`config.mk`:
```
export PLATFORM = sky130hd
export DESIGN_NAME = i2c_scl_gen_flat
export DESIGN_NICKNAME = d
export VERILOG_FILES = /design/src/rtl/i2c_scl_gen_pkg.sv /design/src/rtl/i2c_scl_gen_if.sv /design/src/rtl/i2c_scl_gen.sv /design/src/flat_wrapper.sv
export SDC_FILE = /design/constraint.sdc
export NUM_CORES = 1
export LEC_CHECK = 0
export ABC_AREA = 1
export CELL_PAD_IN_SITES_DETAIL_PLACEMENT = 1
export CELL_PAD_IN_SITES_GLOBAL_PLACEMENT = 1
export CORE_MARGIN = 2
export CORE_UTILIZATION = 42
export CTS_CLUSTER_DIAMETER = 80
export DETAILED_ROUTE_END_ITERATION = 12
export HOLD_SLACK_MARGIN = 0.15
export PLACE_DENSITY = 0.8
export RECOVER_POWER = 50
export SLEW_MARGIN = 15
export SYNTH_ARGS = -nofsm -noshare
export SYNTH_HDL_FRONTEND = slang
export SYNTH_SLANG_ARGS = --single-unit
```
`constraint.sdc`:
```
create_clock -name clk -period 2.22 [get_ports clk]
set_input_delay 0.222 -clock clk [delete_from_list [all_inputs] [get_ports clk]]
set_output_delay 0.222 -clock clk [all_outputs]
set_load 0.03 [all_outputs]
```
`src/rtl/i2c_scl_gen_pkg.sv`:
```
// Shared types and defaults for the I2C SCL bit-timing stage.
package i2c_pkg;

  typedef enum logic [1:0] {
    IDLE      = 2'd0,
    LOW       = 2'd1,
    WAIT_HIGH = 2'd2,
    HIGH      = 2'd3
  } scl_state_t;

  // 100 kHz SCL from a 50 MHz system clock
  localparam int I2C_HALF_PERIOD_DEF = 250;

endpackage

```
`src/rtl/i2c_scl_gen_if.sv`:
```
// Bus between the SCL generator (master) and the I2C FSM / SCL pad (slave).
interface i2c_scl_gen_if;
  logic i2c_scl_en;
  logic scl_line_in;
  logic i2c_scl_out;
  logic scl_oe;
  logic fall_pulse;
  logic mid_low_pulse;
  logic rise_pulse;
  logic mid_high_pulse;
  logic busy;
  logic stretch_err;

  modport master (
    input  i2c_scl_en, scl_line_in,
    output i2c_scl_out, scl_oe, fall_pulse, mid_low_pulse,
           rise_pulse, mid_high_pulse, busy, stretch_err
  );

  modport slave (
    output i2c_scl_en, scl_line_in,
    input  i2c_scl_out, scl_oe, fall_pulse, mid_low_pulse,
           rise_pulse, mid_high_pulse, busy, stretch_err
  );
endinterface

```
`src/rtl/i2c_scl_gen.sv`:
```
// I2C SCL generator: divides clk into the SCL waveform, gates it with
// i2c_scl_en and emits one-cycle phase strobes (fall, mid-low, rise,
// mid-high). Optional clock stretching with timeout: I2C_CLK_STRETCH_EN.
// HALF_PERIOD must be >= 4 and even; CNT_W must hold HALF_PERIOD-1.
module i2c_scl_gen
  import i2c_pkg::*;
#(
  parameter int HALF_PERIOD     = I2C_HALF_PERIOD_DEF,
  parameter int CNT_W           = 16,
  parameter int STRETCH_TIMEOUT = 16'hFFFF
) (
  input  logic           clk,
  input  logic           reset,
  i2c_scl_gen_if.master  bus
);

  localparam logic [CNT_W-1:0] LP_RELOAD = CNT_W'(HALF_PERIOD - 1);
  localparam logic [CNT_W-1:0] LP_MID    = CNT_W'(HALF_PERIOD / 2);

  scl_state_t       r_state, w_state_nxt;
  logic [CNT_W-1:0] r_cnt, w_cnt_nxt;
  logic             r_fall, r_mid_low, r_rise, r_mid_high, r_err;
  logic             w_fall, w_mid_low, w_rise, w_mid_high, w_err;

`ifdef I2C_CLK_STRETCH_EN
  localparam int SW = (STRETCH_TIMEOUT > 1) ? $clog2(STRETCH_TIMEOUT) : 1;
  logic [SW-1:0] r_scnt, w_scnt_nxt;

  // stretch counter: clks spent waiting for the slave to release SCL
  always_ff @(posedge clk or posedge reset) begin
    if (reset) r_scnt <= '0;
    else       r_scnt <= w_scnt_nxt;
  end
`else
  // line sense is meaningless without stretching; keep it visibly unused
  logic w_unused_line;
  assign w_unused_line = bus.scl_line_in;
`endif

  // state, phase counter and registered strobes
  always_ff @(posedge clk or posedge reset) begin
    if (reset) begin
      r_state    <= IDLE;
      r_cnt      <= '0;
      r_fall     <= 1'b0;
      r_mid_low  <= 1'b0;
      r_rise     <= 1'b0;
      r_mid_high <= 1'b0;
      r_err      <= 1'b0;
    end else begin
      r_state    <= w_state_nxt;
      r_cnt      <= w_cnt_nxt;
      r_fall     <= w_fall;
      r_mid_low  <= w_mid_low;
      r_rise     <= w_rise;
      r_mid_high <= w_mid_high;
      r_err      <= w_err;
    end
  end

  // next state / counter / strobes; strobes are registered so each one
  // lands one clk after the counter value that triggers it
  always_comb begin
    w_state_nxt = r_state;
    w_cnt_nxt   = r_cnt;
    w_fall      = 1'b0;
    w_mid_low   = 1'b0;
    w_rise      = 1'b0;
    w_mid_high  = 1'b0;
    w_err       = 1'b0;
`ifdef I2C_CLK_STRETCH_EN
    w_scnt_nxt  = '0;
`endif
    case (r_state)
      IDLE: begin
        if (bus.i2c_scl_en) begin
          w_state_nxt = LOW;
          w_cnt_nxt   = LP_RELOAD;
          w_fall      = 1'b1;
        end
      end
      LOW: begin
        w_mid_low = (r_cnt == LP_MID);
        if (r_cnt == '0) w_state_nxt = WAIT_HIGH;
        else             w_cnt_nxt   = r_cnt - CNT_W'(1);
      end
      WAIT_HIGH: begin
`ifdef I2C_CLK_STRETCH_EN
        if (bus.scl_line_in) begin
          w_state_nxt = HIGH;
          w_cnt_nxt   = LP_RELOAD;
          w_rise      = 1'b1;
        end else if (r_scnt == SW'(STRETCH_TIMEOUT - 1)) begin
          // slave never let go: abandon the period and release SCL
          w_state_nxt = IDLE;
          w_err       = 1'b1;
        end else begin
          w_scnt_nxt  = r_scnt + SW'(1);
        end
`else
        w_state_nxt = HIGH;
        w_cnt_nxt   = LP_RELOAD;
        w_rise      = 1'b1;
`endif
      end
      HIGH: begin
        w_mid_high = (r_cnt == LP_MID);
        if (r_cnt == '0) begin
          // enable only matters here, so a drop mid-period never makes a runt
          if (bus.i2c_scl_en) begin
            w_state_nxt = LOW;
            w_cnt_nxt   = LP_RELOAD;
            w_fall      = 1'b1;
          end else begin
            w_state_nxt = IDLE;
          end
        end else begin
          w_cnt_nxt = r_cnt - CNT_W'(1);
        end
      end
      default: w_state_nxt = IDLE;
    endcase
  end

  // SCL is decoded from state so async reset releases it immediately
  assign bus.i2c_scl_out    = (r_state != LOW);
  assign bus.scl_oe         = (r_state == LOW);
  assign bus.busy           = (r_state != IDLE);
  assign bus.fall_pulse     = r_fall;
  assign bus.mid_low_pulse  = r_mid_low;
  assign bus.rise_pulse     = r_rise;
  assign bus.mid_high_pulse = r_mid_high;
`ifdef I2C_CLK_STRETCH_EN
  assign bus.stretch_err    = r_err;
`else
  assign bus.stretch_err    = 1'b0;
  logic w_unused_err;
  assign w_unused_err = r_err;
`endif

endmodule

```
`src/flat_wrapper.sv`:
```
// flat-port wrapper written by rule: the top's interface ports become plain ports
module i2c_scl_gen_flat import i2c_pkg::*;
#(
  parameter int HALF_PERIOD     = I2C_HALF_PERIOD_DEF,
  parameter int CNT_W           = 16,
  parameter int STRETCH_TIMEOUT = 16'hFFFF
)
  (clk, reset, bus_i2c_scl_en, bus_scl_line_in, bus_i2c_scl_out, bus_scl_oe, bus_fall_pulse, bus_mid_low_pulse, bus_rise_pulse, bus_mid_high_pulse, bus_busy, bus_stretch_err);
  i2c_scl_gen_if bus_i ();
  input  logic clk;
  input  logic reset;
  input wire logic [$bits(bus_i.i2c_scl_en)-1:0] bus_i2c_scl_en;
  input wire logic [$bits(bus_i.scl_line_in)-1:0] bus_scl_line_in;
  output wire logic [$bits(bus_i.i2c_scl_out)-1:0] bus_i2c_scl_out;
  output wire logic [$bits(bus_i.scl_oe)-1:0] bus_scl_oe;
  output wire logic [$bits(bus_i.fall_pulse)-1:0] bus_fall_pulse;
  output wire logic [$bits(bus_i.mid_low_pulse)-1:0] bus_mid_low_pulse;
  output wire logic [$bits(bus_i.rise_pulse)-1:0] bus_rise_pulse;
  output wire logic [$bits(bus_i.mid_high_pulse)-1:0] bus_mid_high_pulse;
  output wire logic [$bits(bus_i.busy)-1:0] bus_busy;
  output wire logic [$bits(bus_i.stretch_err)-1:0] bus_stretch_err;
  assign bus_i.i2c_scl_en = bus_i2c_scl_en;
  assign bus_i.scl_line_in = bus_scl_line_in;
  assign bus_i2c_scl_out = bus_i.i2c_scl_out;
  assign bus_scl_oe = bus_i.scl_oe;
  assign bus_fall_pulse = bus_i.fall_pulse;
  assign bus_mid_low_pulse = bus_i.mid_low_pulse;
  assign bus_rise_pulse = bus_i.rise_pulse;
  assign bus_mid_high_pulse = bus_i.mid_high_pulse;
  assign bus_busy = bus_i.busy;
  assign bus_stretch_err = bus_i.stretch_err;
  i2c_scl_gen #(.HALF_PERIOD(HALF_PERIOD), .CNT_W(CNT_W), .STRETCH_TIMEOUT(STRETCH_TIMEOUT)) u_core (.clk(clk), .reset(reset), .bus(bus_i));
endmodule
```
* Word level (Yosys, flattened, before mapping) *
Index checks and enable logic that the tools add are counted.

cells by class
  $add $sub $neg = 1
  equality and inequality tests = 9
  mux-type cells = 15
  reductions and logical operators = 4

operators with widths
  cell                     number
  $pmux W16 S4             1
  $mux W16                 3
  $eq A16 B7 Y1 const B    1
  $logic_not A16 Y1        1
  $sub A16 B1 Y16 const B  1
  $pmux W2 S4              1
  $mux W1                  6
  $mux W2                  3
  $ne A2 B1 Y1 const B     3
  $eq A2 B2 Y1 const B     2
  $ne A2 B2 Y1 const B     2
  $reduce_and A3 Y1        1
  $eq A2 B1 Y1 const B     1
  $logic_not A2 Y1         1
  $pmux W1 S2              1
  $reduce_bool A2 Y1       1

storage, ports and cells
  flip-flop bits (word level) = 22
  input port bits = 4
  output and inout port bits = 8
  word-level logic and storage cells = 35

* Logic depth before layout (Yosys ltp) *
Gate-level depths: netlist of the first run.

  word-level depth = 3
  depth in mapped cells = 12
  mapped depth without buffers = 11

* Worst setup path before layout of the first run *
OpenSTA, ideal clock, no wires.

  kind = register to register
  start = reg u_core.r_state[1]
  end = reg u_core.r_state[1]
  setup time = 0.077 ns
  arrival = 1.810 ns
  data required time = 2.143 ns
  slack = 0.333 ns
  stages on the path, launching flop included = 9
  cells stage by stage = dfrtp_1 > inv_1 > ha_1 > inv_1 > nand2_1 > nand2_1 > o21ai_1 > nor2_1 > a21oi_1

between the ends
  word-level cells in the longest chain between the ends = 3
  elaborated cells between the ends (all ways) = 9
  classes of those cells = eq/ne (6); mux (1); reduce/logical (2)

RTL lines
  element                             line                source
  start, declared                     i2c_scl_gen.sv:20   scl_state_t r_state, w_state_nxt;
  start signal, assigned              i2c_scl_gen.sv:51   r_state <= w_state_nxt;
  $eq A2 B1 Y1 (*)                    --
  via bus_scl_oe                      flat_wrapper.sv:15  output wire logic [$bits(bus_i.scl_oe)-1:0] bus_scl_oe;
  $ne A2 B1 Y1 (no source line)       --
  $reduce_and A3 Y1 (no source line)  --

Mark *: on every way through the listed nets, which the timed path passes. The rest lies on a longest branch.
A chain may end at the register's enable or synchronous reset.

* Worst setup path in the final report of the first run *
  start = reg u_core.r_state[1]
  end = out bus_scl_oe

between the ends
  word-level cells in the longest chain between the ends = 1

RTL lines
  element        line                source
  $eq A2 B1 Y1   i2c_scl_gen.sv:127  assign bus.scl_oe = (r_state == LOW);
  end, declared  flat_wrapper.sv:15

Every way passes these cells.

==> impl_results.md, run 1 <==
- Mapped Nets: 222
- Sink Count: 22
- Layout Nets: 234
- Critical Path Start Type: flip-flop
- R2R depth: 9
- RSZ-0062 raised after global routing: no
- Async SR Flop Fraction: 1.00
- Synth Area in Compound Gates: 0.0591
- Measured slew at the worst slew-check pin: 1.23 ns
- Clock power frac: 0.377
- Critical path arrival: 1.79 ns
- Synth Area in Adders: 0.0559
- Rel. slew slack: 0.181
- Number of global-route vias before repair: 1472
- IO Count: 12
- Period utilisation layout: 0.907
- Crit path to: bus_scl_oe
- Critical path required time: 2.00 ns
- Worst min-delay path startpoint: u_core.r_cnt[13]
- CP Max Fanout: 4
- Min cycle time layout: approximately 2 ns
- Via count: 1421
- Core footprint: 3630 um2
- Sw Pwr: approximately 0.15 mW
- Sw Ratio: 0.225
- Area Growth Syn to Fin: 10.5%
- Gate power share: 0.034
- WL/cell: 15.8 um
- Critical R2R Capture: u_core.r_cnt[13]
- Flop pwr share: 0.589
- CTS Buf Count: 3
- N_diodes: 0
- Total iterations of the first detailed-routing run: 4
- Synth top area share: 0.351
- Final Wtd Congestion: 0.873
- GRT Total Usage: 0.219
- Post-Synth XOR/XNOR Area: 0.0447
- Synth Area per Inst: 7.42 um2
- DRT iter0 DRCs: between 50 and 60
- Max VDD drop: 156 uV
- Initial core utilization: 0.431
- Final setup fails: 0
- Row cnt: 22
- Synthesized cell area: 1570 um2
- Detailed-route vias per instance: roughly 5.3
- Main area contributors after synthesis: dfrtp_1, nand2_1, nor2_1, ha_1, inv_1
- Initial antenna violation count: 0
- Commonest non-fill, non-tap cells in the layout: nand2_1, nor2_1, dfrtp_1
- CTS max path bufs: 2
- Ys Warns: 0
- Netlist cell types: 34
- Total placed cells including tap cells: ~270
- Final setup TNS: 0 ns
- Hold WC Path Type: flip-flop to flip-flop
- Fmax: 0.497 GHz
- Internal: 0.526 mW
- CTS tree: yes
- Drt drc: 0
- Largest area contributor in the netlist: dfrtp_1
- DP Area: 1690 um2
- Mapped Cells: 211
- EDFF count, synth: 0
- Pleak: 0.904 nW
- Max-cap violations: 0
- Routed Antenna Nets: 0
- Status: finished, final reports clean
- Final Hold Fails: 0
- Reg clk slew, reported paths: ~0.08 ns
- H-Tree Depth: 1
- Largest family of logic cells by synthesized area: simple AND/OR/NAND/NOR gates
- Clk_lat worst skew: 0.27 ns
- Synth Area in Simple Gates: 0.407
- Pwr dens: 392 nW/um2
- Layout cells sized above 1: 0.0995
- Total wire length: 4.24 mm
- Reg2reg start: u_core.r_cnt[0]
- Commonest non-fill, non-tap cell in the layout: nand2_1
- Setup crit end kind: output pin
- Pins over their slew limit: 0
- Fin area: 1730 um2
- Crit path from: u_core.r_state[1]
- Yosys reg bits: 22
- Grt total ovfl: 0
- Setup WS pre-CTS: 0.248 ns
- Die area: 4230 um2
- Pin count of the biggest net entering global routing: 23
- First-pass GRT wire length: 7.09 mm
- Die height: 65.1 um
- Clock Skew: around 0.0057 ns
- Flop-to-flop setup slack: 0.21 ns
- Post-Layout Cell Count: 269
- HPWL Detailed: 3.24 mm
- WS Path Type: flip-flop to output pin
- Root buf cell: clkbuf_8
- Total chip power: 0.679 mW
- Port bufs: 9
- Dominant synthesized flop cell: dfrtp_1
- Postcts setup bufs: 0
- Final worst slack: a little over 0.2 ns
- Post-layout util: 0.477
- Mux contribution to synthesized area: 0
- Die Wd: 65.1 um
- Seq/Total Area, Yosys: 0.351
- Hold WS: 0.546 ns
- Fillers: 482
[flip-flops by register name (all words and copies together) (netlist names)]
| register | cells |
|---|---|
| u_core.r_cnt | 16 |
| u_core.r_state | 2 |
| u_core.bus.fall_pulse | 1 |
| u_core.bus.mid_high_pulse | 1 |
| u_core.bus.mid_low_pulse | 1 |
| u_core.bus.rise_pulse | 1 |
[worst min path at each step]
stage                                        to  slack, ns  cells past startpoint
after global placement         u_core.r_cnt[14]       0.52                      2
final                          u_core.r_cnt[13]       0.55                      2
after detailed placement       u_core.r_cnt[13]       0.53                      2
after CTS                       u_core.r_cnt[4]       0.31                      3
after global routing           u_core.r_cnt[13]       0.60                      2
after floorplan           u_core.bus.fall_pulse       0.21                      1
[routing by layer]
| layer | global-route usage | wire, um | vias to the layer above |
|---|---|---|---|
| met4 | 0.0677 | 67 | 0 |
| met1 | 0.295 | 1930 | 697 |
| met5 | 0 | 0 | - |
| met2 | 0.375 | 2140 | 25 |
| met3 | 0.0174 | 105 | 7 |
| li1 | - | - | 692 |
[kinds of logic after synthesis]
group                    after synthesis
buffers and inverters                 27
flip-flops                            22
other                                  1
XOR/XNOR                               8
AND/OR/NAND/NOR                      129
AO/OA/AOI/OAI                         17
adder cells (fa/ha/maj)                7
[power groups by stage]
stage	logic (mW)	clock network, mW	registers [mW]
after global placement	0.0241	0	0.408
after CTS	0.0245	0.267	0.400
after global routing	0.0255	0.278	0.400
final	0.0230	0.256	0.400
after detailed placement	0.0246	0	0.408
after floorplan	0.0142	0	0.408
[worst max-delay path: stages, from the launching register on]
cell,delay (ns)
dfrtp_1,0.42
inv_1,0.15
ha_1,0.26
clkdlybuf4s50_1,0.69
[cells in the mapped netlist, types with 2 or more instances]
cell type	n
o21ai_0	5
inv_2	3
nand4_1	7
nor2_1	31
nand3_2	2
nand2_2	4
nand3_4	3
ha_1	7
xor2_1	7
a21oi_1	4
o21ai_1	5
nor3_1	4
nand2_4	2
nand2_1	57
dfrtp_1	22
inv_1	19
nand3_1	12
[layout make-up]
class	count	area (um2)	area share
multi-input cells	162	890	0.514
flip-flops and latches	22	551	0.318
repair buffers	11	104	0.0600
inverters	23	86.3	0.0499
well taps	48	60.1	0.0347
clock buffers	3	41.3	0.0238
[what timing repair did]
action / 4_1_cts / 5_1_grt
resized for setup: 0 / 1
hold buffers: 0 / 0
endpoints found under the setup margin: 0 / 1
No activity file was read; power rests on OpenSTA's default activity.
==> inputs of run 2 (changes only) <==
ABC_AREA = unset   (was 1)
CORE_UTILIZATION = 44   (was 42)
GPL_ROUTABILITY_DRIVEN = 1   (was unset)
==> impl_results.md, run 2 <==
- CTS Buf Count: 3 (unchanged)
- Ys Warns: 0 (unchanged)
- Rel. slew slack: 0.171 (-0.00952)
- M1 WL: 2.01 mm (+4.5%)
- Grt total ovfl: 0 (unchanged)
- Crit-path max cell delay: 0.49 ns (-0.20 ns)
- Routed Antenna Nets: 0 (unchanged)
- DRT iter0 DRCs: 70 (+25%)
- Die height: 62.3 um (-4.2%)
- Setup crit end kind: flip-flop
- Fmax: 0.475 GHz (-4.5%)
- Min cycle time layout: 2.11 ns (+0.0939 ns)
- Crit path cell chain: or3_4 -> nor4_4 -> nand3_2 -> o211a_4 -> o221ai_1
- Clock Skew: 0.00352 ns (-0.00221 ns)
- Hold WC Path Type: flip-flop to flip-flop
- Slowest-stage cell, CP: dfrtp_1
- Row cnt: 21 (-4.5%)
- Initial core utilization: 0.452 (+0.0213)
- EDFF count, synth: 0 (unchanged)
- Yosys reg bits: 22 (unchanged)
- Crit path from: u_core.r_cnt[5]
- R2R depth: 5 (-4)
- Die Wd: 62.3 um (-4.2%)
- Total iterations of the first detailed-routing run: 4 (unchanged)
- Reg2reg start: u_core.r_cnt[5]
- Setup WS pre-CTS: 0.123 ns (-0.125 ns)
- Pins over their slew limit: 0 (unchanged)
- Synthesized cell area: 1500 um2 (-4.4%)
- Critical path arrival: 2.35 ns (+0.56 ns)
- Crit path depth: 5 (+2)
- GRT Total Usage: 0.232 (+0.0123)
- Sink Count: 22 (unchanged)
- Measured slew at the worst slew-check pin: 1.24 ns (+0.0143 ns)
- WS Path Type: flip-flop to flip-flop
- Drt drc: 0 (unchanged)
- Reg with most FFs: u_core.r_cnt
- WL met2: 2.13 mm (-0.61%)
- Clk_lat worst skew: 0.32 ns (+0.05 ns)
- Main area contributors after synthesis: dfrtp_1, ha_1, o21ai_0, inv_1, o221ai_1
- CTS tree: yes
- IO Count: 12 (unchanged)
- Detailed-route vias per instance: 5.95 (+13%)
- Max layer used: met4
- Seq/Total Area, Yosys: 0.368 (+0.0161)
- Synth cell count leaders: dfrtp_1, inv_1, o21ai_0
- Final Hold Fails: 0 (unchanged)
- Reg clk slew, reported paths: 0.13 ns (+0.05 ns)
- WL/cell: 18.4 um (+17%)
- CTS max path bufs: 2 (unchanged)
- HPWL Detailed: 3.24 mm (about the same)
- Worst min-delay path startpoint: u_core.r_cnt[12]
- Buf/Inv on CP: 0 (-2)
- Dominant synthesized flop cell: dfrtp_1
- Layout Nets: 200 (-15%)
- Synth top area share: 0.368 (+0.0161)
- Via count: 1392 (-2.0%)
- CP Max Fanout: 8 (+4)
- Final worst slack: 0.114 ns (-0.0939 ns)
- Pleak: 0.742 nW (-18%)
- Commonest non-fill, non-tap cell in the layout: dfrtp_1
- Final Wtd Congestion: 0.818 (-6.3%)
- Post-Layout Cell Count: 234 (-13%)
- CP top delay family: simple AND/OR/NAND/NOR gates
- Max reg flops: 16 (unchanged)
- First-pass GRT wire length: 7.21 mm (+1.6%)
- Layout cells sized above 1: 0.154 (+0.0547)
- Max VDD drop: 204 uV (+30%)
- Critical path required time: 2.47 ns (+0.47 ns)
- Period utilisation layout: 0.949 (+0.0423)
- Status: finished, final reports clean
- Area Growth Syn to Fin: 17.6%
- Port bufs: 9 (unchanged)
- Mapped Cells: 165 (-22%)
- WL met3: 114 um (+8.6%)
- Commonest non-fill, non-tap cells in the layout: dfrtp_1, inv_1, o21ai_0
- N_diodes: 0 (unchanged)
- Number of global-route vias before repair: 1460 (-0.82%)
- Root buf cell: clkbuf_4
- Async SR Flop Fraction: 1.00 (unchanged)
- Mapped Nets: 176 (-21%)
- Synth Area per Inst: 9.08 um2 (+22%)
- Pin count of the biggest net entering global routing: 23 (unchanged)
- FF/Latch Area: 551 um2 (unchanged)
- Hold WS: 0.545 ns (-0.000849 ns)
- Fillers: 399 (-17%)
- Final setup TNS: 0 ns (unchanged)
- Total placed cells including tap cells: 229 (-14%)
- Critical Path Start Type: flip-flop
- Initial antenna violation count: 0 (unchanged)
- Pwr dens: 371 nW/um2 (-5.4%)
- Most frequent cell after synthesis: dfrtp_1
- Area of the multi-input gates: 873 um2 (-1.8%)
- Max-cap violations: 0 (unchanged)
- Core footprint: 3310 um2 (-8.9%)
- Final setup fails: 0 (unchanged)
- Die area: 3890 um2 (-8.2%)
- Largest area contributor in the netlist: dfrtp_1
- Netlist cell types: 48 (+41%)
- H-Tree Depth: 1 (unchanged)
- Largest regs: u_core.r_cnt: 16 flops, u_core.r_state: 2 flops
- Total wire length: 4.30 mm (+1.4%)
- Hold Path Cell Cnt: 1 (-1)
-- run 2: cells by family after synthesis --
family          after synthesis  share of synthesized area
simple gates                 61                      0.261
compound gates               51                      0.235
flops                        22                      0.368
buf+inv                      19                     0.0510
fa+ha+maj                     7                     0.0585
xor+xnor                      3                     0.0175
other cells                   1                    0.00250
mux                           1                    0.00752
-- run 2: report_power, final --
part / switching [mW] / internal (mW)
sequential: 0 / 0.401
clock: 0.133 / 0.100
combinational: 0.0143 / 0.00502
total: 0.147 / 0.506
-- run 2: cell type report --
cell class,instances,share of cell area
well taps,46,0.0327
flip-flops and latches,22,0.312
repair buffers,22,0.104
multi-input cells,124,0.496
inverters,16,0.0341
clock buffers,4,0.0206
-- run 2: worst paths after layout --
kind,end,slack [ns]
worst max-delay path,u_core.r_cnt[10],0.11
worst min-delay path,u_core.r_cnt[12],0.55
worst max register to register,u_core.r_cnt[10],0.11
worst min register to register,u_core.r_cnt[12],0.55
max in group asynchronous,u_core.r_cnt[1],0.77
min in group asynchronous,u_core.r_cnt[2],0.73
-- run 2: routing by layer --
| metal | up-vias | GRT usage |
|---|---|---|
| li1 | 658 | - |
| met1 | 701 | 0.309 |
| met2 | 27 | 0.399 |
| met3 | 6 | 0.0344 |
| met4 | 0 | 0.0528 |
| met5 | - | 0 |
-- run 2: what timing repair did --
action / CTS / global route
setup buffers: 0 / 1
resized for setup: 0 / 2
hold buffers: 0 / 0
endpoints found under the setup margin: 0 / 13
-- run 2: stage by stage --
stage	utilization	power (mW)	area, um2
detailed placement	0.519	0.429	1720
global route	0.532	0.678	1760
CTS	0.530	0.664	1760
floorplan	-	0.420	1500
finish	0.532	0.654	1760
global placement	0.519	0.429	1720
==> inputs of run 3 (changes only) <==
GPL_ROUTABILITY_DRIVEN = unset   (was 1)
==> results of run 3 <==
No change in the layout: final DEF, timing and power equal those of run 2.
==> edit 1 (flow settings as in run 3) <==
The option `I2C_CLK_STRETCH_EN` is turned on by a define.
--- a/src/rtl/i2c_scl_gen.sv
+++ b/src/rtl/i2c_scl_gen.sv
@@ -4,2 +4,4 @@
 // HALF_PERIOD must be >= 4 and even; CNT_W must hold HALF_PERIOD-1.
+`define I2C_CLK_STRETCH_EN
+
 module i2c_scl_gen
Check against the original RTL: same outputs for any inputs over 10 cycles, from zero or initial values and one cycle with reset high; that may be too few to reach the edited logic, so the function may still have changed.
==> edit 1 against run 3 <==
Sequential cell count grew 17. Cell area grew 55%. Clock power grew 110%. Worst setup slack lost 0.017 ns. Critical path depth shrank 2. Routed wire length grew 41%. Area after synthesis grew 54%. First-iteration DRC count grew 84%. Power grew 87%. Highest routed layer unchanged.
==> edit 1: results (changes against run 3) <==
placement:
  post-place-ws_ns: -0.0405  # -0.163 ns
  hpwl_mm: 4.53  # +40%
  dp_cells: 341  # +49%
  gp_congestion: 0.863  # +5.5%
  portBuffers: 11  # +2
timing:
  finalClockSkew_ns: 0.00653  # +0.00302 ns
detailed_routing:
  via_per_inst: 5.87  # -1.3%
  num_vias: 2056  # +48%
  wl_per_cell_um: 17.4  # -5.6%
  dr.first_iter.drc_count: 129  # +84%
grt:
  grt_use_total_pct: 22.6  # -0.63 points
  grt_first_pass_wirelength_mm: 10.6  # +47%
  grt_max_degree: 40  # +74%
clock_network:
  cts_root_buf: "clkbuf_8"
  clk_latency_ns: 0.30  # -0.02 ns
  cts-buffers-inserted: 5  # +2
  clk_pin_slew_ns: 0.08  # -0.05 ns
critical_path:
  critical_path.top_delay_family: "buffers and inverters"
  crit_slowest_cell: "clkdlybuf4s50_1"
finish:
  top_regs: "u_core.r_cnt (16), u_core.r_scnt (16), u_core.r_state (2)"
  nets: 293  # +47%
run_status:
  outcome: "finished clean"
synthesis:
  synth.distinct_cells: 53  # +10%
  ys_top_cells_by_area: "dfrtp_1, nor2_1, ha_1"
  yosysSeqAreaShare_pct: 42.3  # +5.5 points
  syn_nets: 264  # +50%
  synthTopCellsByCount: "dfrtp_1, nor2_1, nand2_1"
power_and_ir_drop:
  leakagePower_nw: 1.17  # +58%
-- edit 1: power breakdown --
group | internal [mW] | leakage, nW | switching [mW]
logic | 0.00567 | 0.610 | 0.0183
registers | 0.710 | 0.521 | 0
clock network | 0.220 | 0.0412 | 0.265
-- edit 1: routing by layer --
metal  GRT usage [%]  share of wire, %  wire length [um]
met4            6.18              0.94                57
met2            35.7                46              2810
met1            32.4                47              2880
met3            3.20               5.4               325
met5               0                 0                 0
-- edit 1: path summary, 6_finish.rpt --
kind,startpoint,end,slack (ns),depth (start not counted)
worst max-delay path,u_core.r_state[1]$_DFFE_PP0P_,bus_scl_oe,0.1,3
worst min-delay path,u_core.r_scnt[0]$_DFF_PP0_,u_core.r_scnt[0]$_DFF_PP0_,0.55,1
max in group asynchronous,reset,u_core.r_cnt[2]$_DFFE_PP0P_,0.94,3
worst max register to register,u_core.r_cnt[0]$_DFFE_PP0P_,u_core.r_cnt[14]$_DFFE_PP0P_,0.13,8
min in group asynchronous,reset,u_core.r_cnt[0]$_DFFE_PP0P_,0.66,3
worst min register to register,u_core.r_scnt[0]$_DFF_PP0_,u_core.r_scnt[0]$_DFF_PP0_,0.55,1
-- edit 1: kinds of logic (layout without fill, tap and decap cells) --
group	Yosys count	count (layout)	share of synthesized area, %
XOR/XNOR	13	13	4.93
adder cells (fa/ha/maj)	10	10	5.42
AO/OA/AOI/OAI	53	53	16.9
flip-flops	39	39	42.3
AND/OR/NAND/NOR	110	110	25.8
multiplexers	1	1	0.434
buffers and inverters	24	54	4.18
-- edit 1: area by class of cell --
class / instances / area, um^2
clock buffer: 6 / 72.6
tap: 70 / 87.6
multi-input combinational: 187 / 1270
fill: 600 / 2340
clock inverter: 2 / 12.5
timing repair buffer: 30 / 249
sequential: 39 / 976
inverter: 16 / 60.1
-- edit 1: metrics by stage --
stage	hold WS (ns)	util (%)	TNS [ns]	cell area [um^2]	total power, mW
2_1_floorplan	0.363	-	0	2310	0.737
3_3_place_gp	0.517	51.3	0	2600	0.750
3_5_place_dp	0.541	51.3	-0.0563	2600	0.749
4_1_cts	0.364	53.1	0	2690	1.23
5_1_grt	0.586	53.8	0	2730	1.26
6_report	0.555	53.8	0	2730	1.22
-- edit 1: worst register-to-register path: cells and delay by family (launching register included) --
kind / cells / cell delay, ns
simple gates: 5 / 1.25
flops: 1 / 0.38
fa+ha+maj: 1 / 0.19
buf+inv: 2 / 0.22
-- edit 1: timing repair --
item | CTS | global route
endpoints found under the hold margin | 0 | 0
pin swaps | 0 | 1
endpoints found under the setup margin | 2 | 11
buffers inserted | 0 | 1
cloned | 0 | 0
gates resized for setup | 1 | 8
==> edit 2 (flow settings as in run 3) <==
Made on the original files. The 4 states of `scl_state_t` get a one-hot encoding in 4 bits.
--- a/src/rtl/i2c_scl_gen_pkg.sv
+++ b/src/rtl/i2c_scl_gen_pkg.sv
@@ -3,7 +3,7 @@
 
-  typedef enum logic [1:0] {
-    IDLE      = 2'd0,
-    LOW       = 2'd1,
-    WAIT_HIGH = 2'd2,
-    HIGH      = 2'd3
+  typedef enum logic [3:0] {
+    IDLE      = 4'b0001,
+    LOW       = 4'b0010,
+    WAIT_HIGH = 4'b0100,
+    HIGH      = 4'b1000
   } scl_state_t;
Behaviour: same outputs for any inputs over 10 cycles, from zero or initial values and one cycle with reset high; not proved beyond that.
==> edit 2 against run 3 <==
Fmax increased by 0.60%. Worst setup slack improved by 0.013 ns. Cell area decreased by 3.0%. Critical path depth decreased by 2. Non-clock buffer count increased by 2. Via count decreased by 11%. Count of clock-buffer cells in the layout unchanged. Routed wire length decreased by 9.6%. Sequential cell count increased by 2. Clock skew increased by 0.0031 ns. Area after synthesis decreased by 4.0%. Critical endpoint is now bus_scl_oe.
Power is not compared: it rests on default switching activity, and its combinational part moved more than twofold at a synthesized area within 25%.
==> edit 2: results (changes against run 3) <==
synthesis:
  synth-adder-area-share_pct: 2.61  # -3.2 points
  synth_xor_area_share_pct: 1.83  # +0.073 points
  synth.distinct_cells: 46  # -4.2%
  ys_top_cells_by_area: "dfrtp_1, nor2_1, a22o_1"
  syn_nets: 155  # -12%
  yosysSeqAreaShare_pct: 41.9  # +5.1 points
  synth_compound_area_share_pct: 21.6  # -1.9 points
  synthMuxAreaShare_pct: 0.696  # -0.056 points
  synthTopCellsByCount: "dfrtp_1, nor2_1, inv_1, nand2_1, o21ai_0"
grt:
  gr-usage-met3_pct: 4.20  # +0.76 points
  grt_first_pass_wirelength_mm: 6.63  # -8.0%
  use_met1_pct: 28.3  # -2.5 points
  grt_pass1_vias: 1358  # -7.0%
critical_path:
  crit_arrival_ns: 1.87  # -0.48 ns
  critPathLaunch: "u_core.r_state[2]$_DFFE_PP0P_"
  path_max_fanout: 6  # -2
  crit_slowest_cell: "or4b_1"
  reg2reg_from: "u_core.r_cnt[1]$_DFFE_PP0P_"
placement:
  placed_area_um2: 1640  # -4.4%
  post-place-ws_ns: 0.0829  # -0.0399 ns
  gp_congestion: 0.774  # -5.5%
finish:
  top_regs: "u_core.r_cnt (16), u_core.r_state (4)"
  final_cells: 213  # -9.0%
detailed_routing:
  drt_wl_total_mm: 3.89  # -9.6%
  num_vias: 1238  # -11%
  wl_met2_mm: 2.05  # -3.6%
timing:
  finalClockSkew_ns: 0.00666  # +0.00314 ns
  fmax_ghz: 0.478  # +0.60%
  worstMarginPinSlew_ns: 0.583  # -0.660 ns
run_status:
  outcome: "finished clean"
## edit 2: changes by cell type in the layout (fill, tap and decap cells not counted), sizes merged, moves of 4 or more
cell           run 3  this run
a22o               2         6
ha                 7         3
inv               16         8
nor2               9        16
o21ai             15        11
o221ai             5         0
o22a               0         6
or3                6         0
## edit 2: report_power, final
part,internal [mW],switching [mW]
combinational,0.384,0.492
clock,0.100,0.139
sequential,0.525,0.123
total,1.01,0.753
## edit 2: what timing repair did
action | in CTS | in global routing
setup endpoints to repair | 3 | 14
buffers inserted | 0 | 1
resized for setup | 3 | 5
endpoints found under the hold margin | 0 | 0
pin swaps | 0 | 1
## edit 2: layout make-up
cell class / instances / area [um^2]
clock buffer: 4 / 36.3
tap: 44 / 55.1
multi-input combinational: 109 / 778
inverter: 8 / 30.0
sequential: 24 / 602
timing repair buffer: 24 / 208
fill: 367 / 1370
## edit 2: worst max-delay path: cells and delay by family (launching register included)
family,cells,cell delay [ns]
AND/OR/NAND/NOR,1,0.61
buffers and inverters,2,0.48
flip-flops,1,0.46
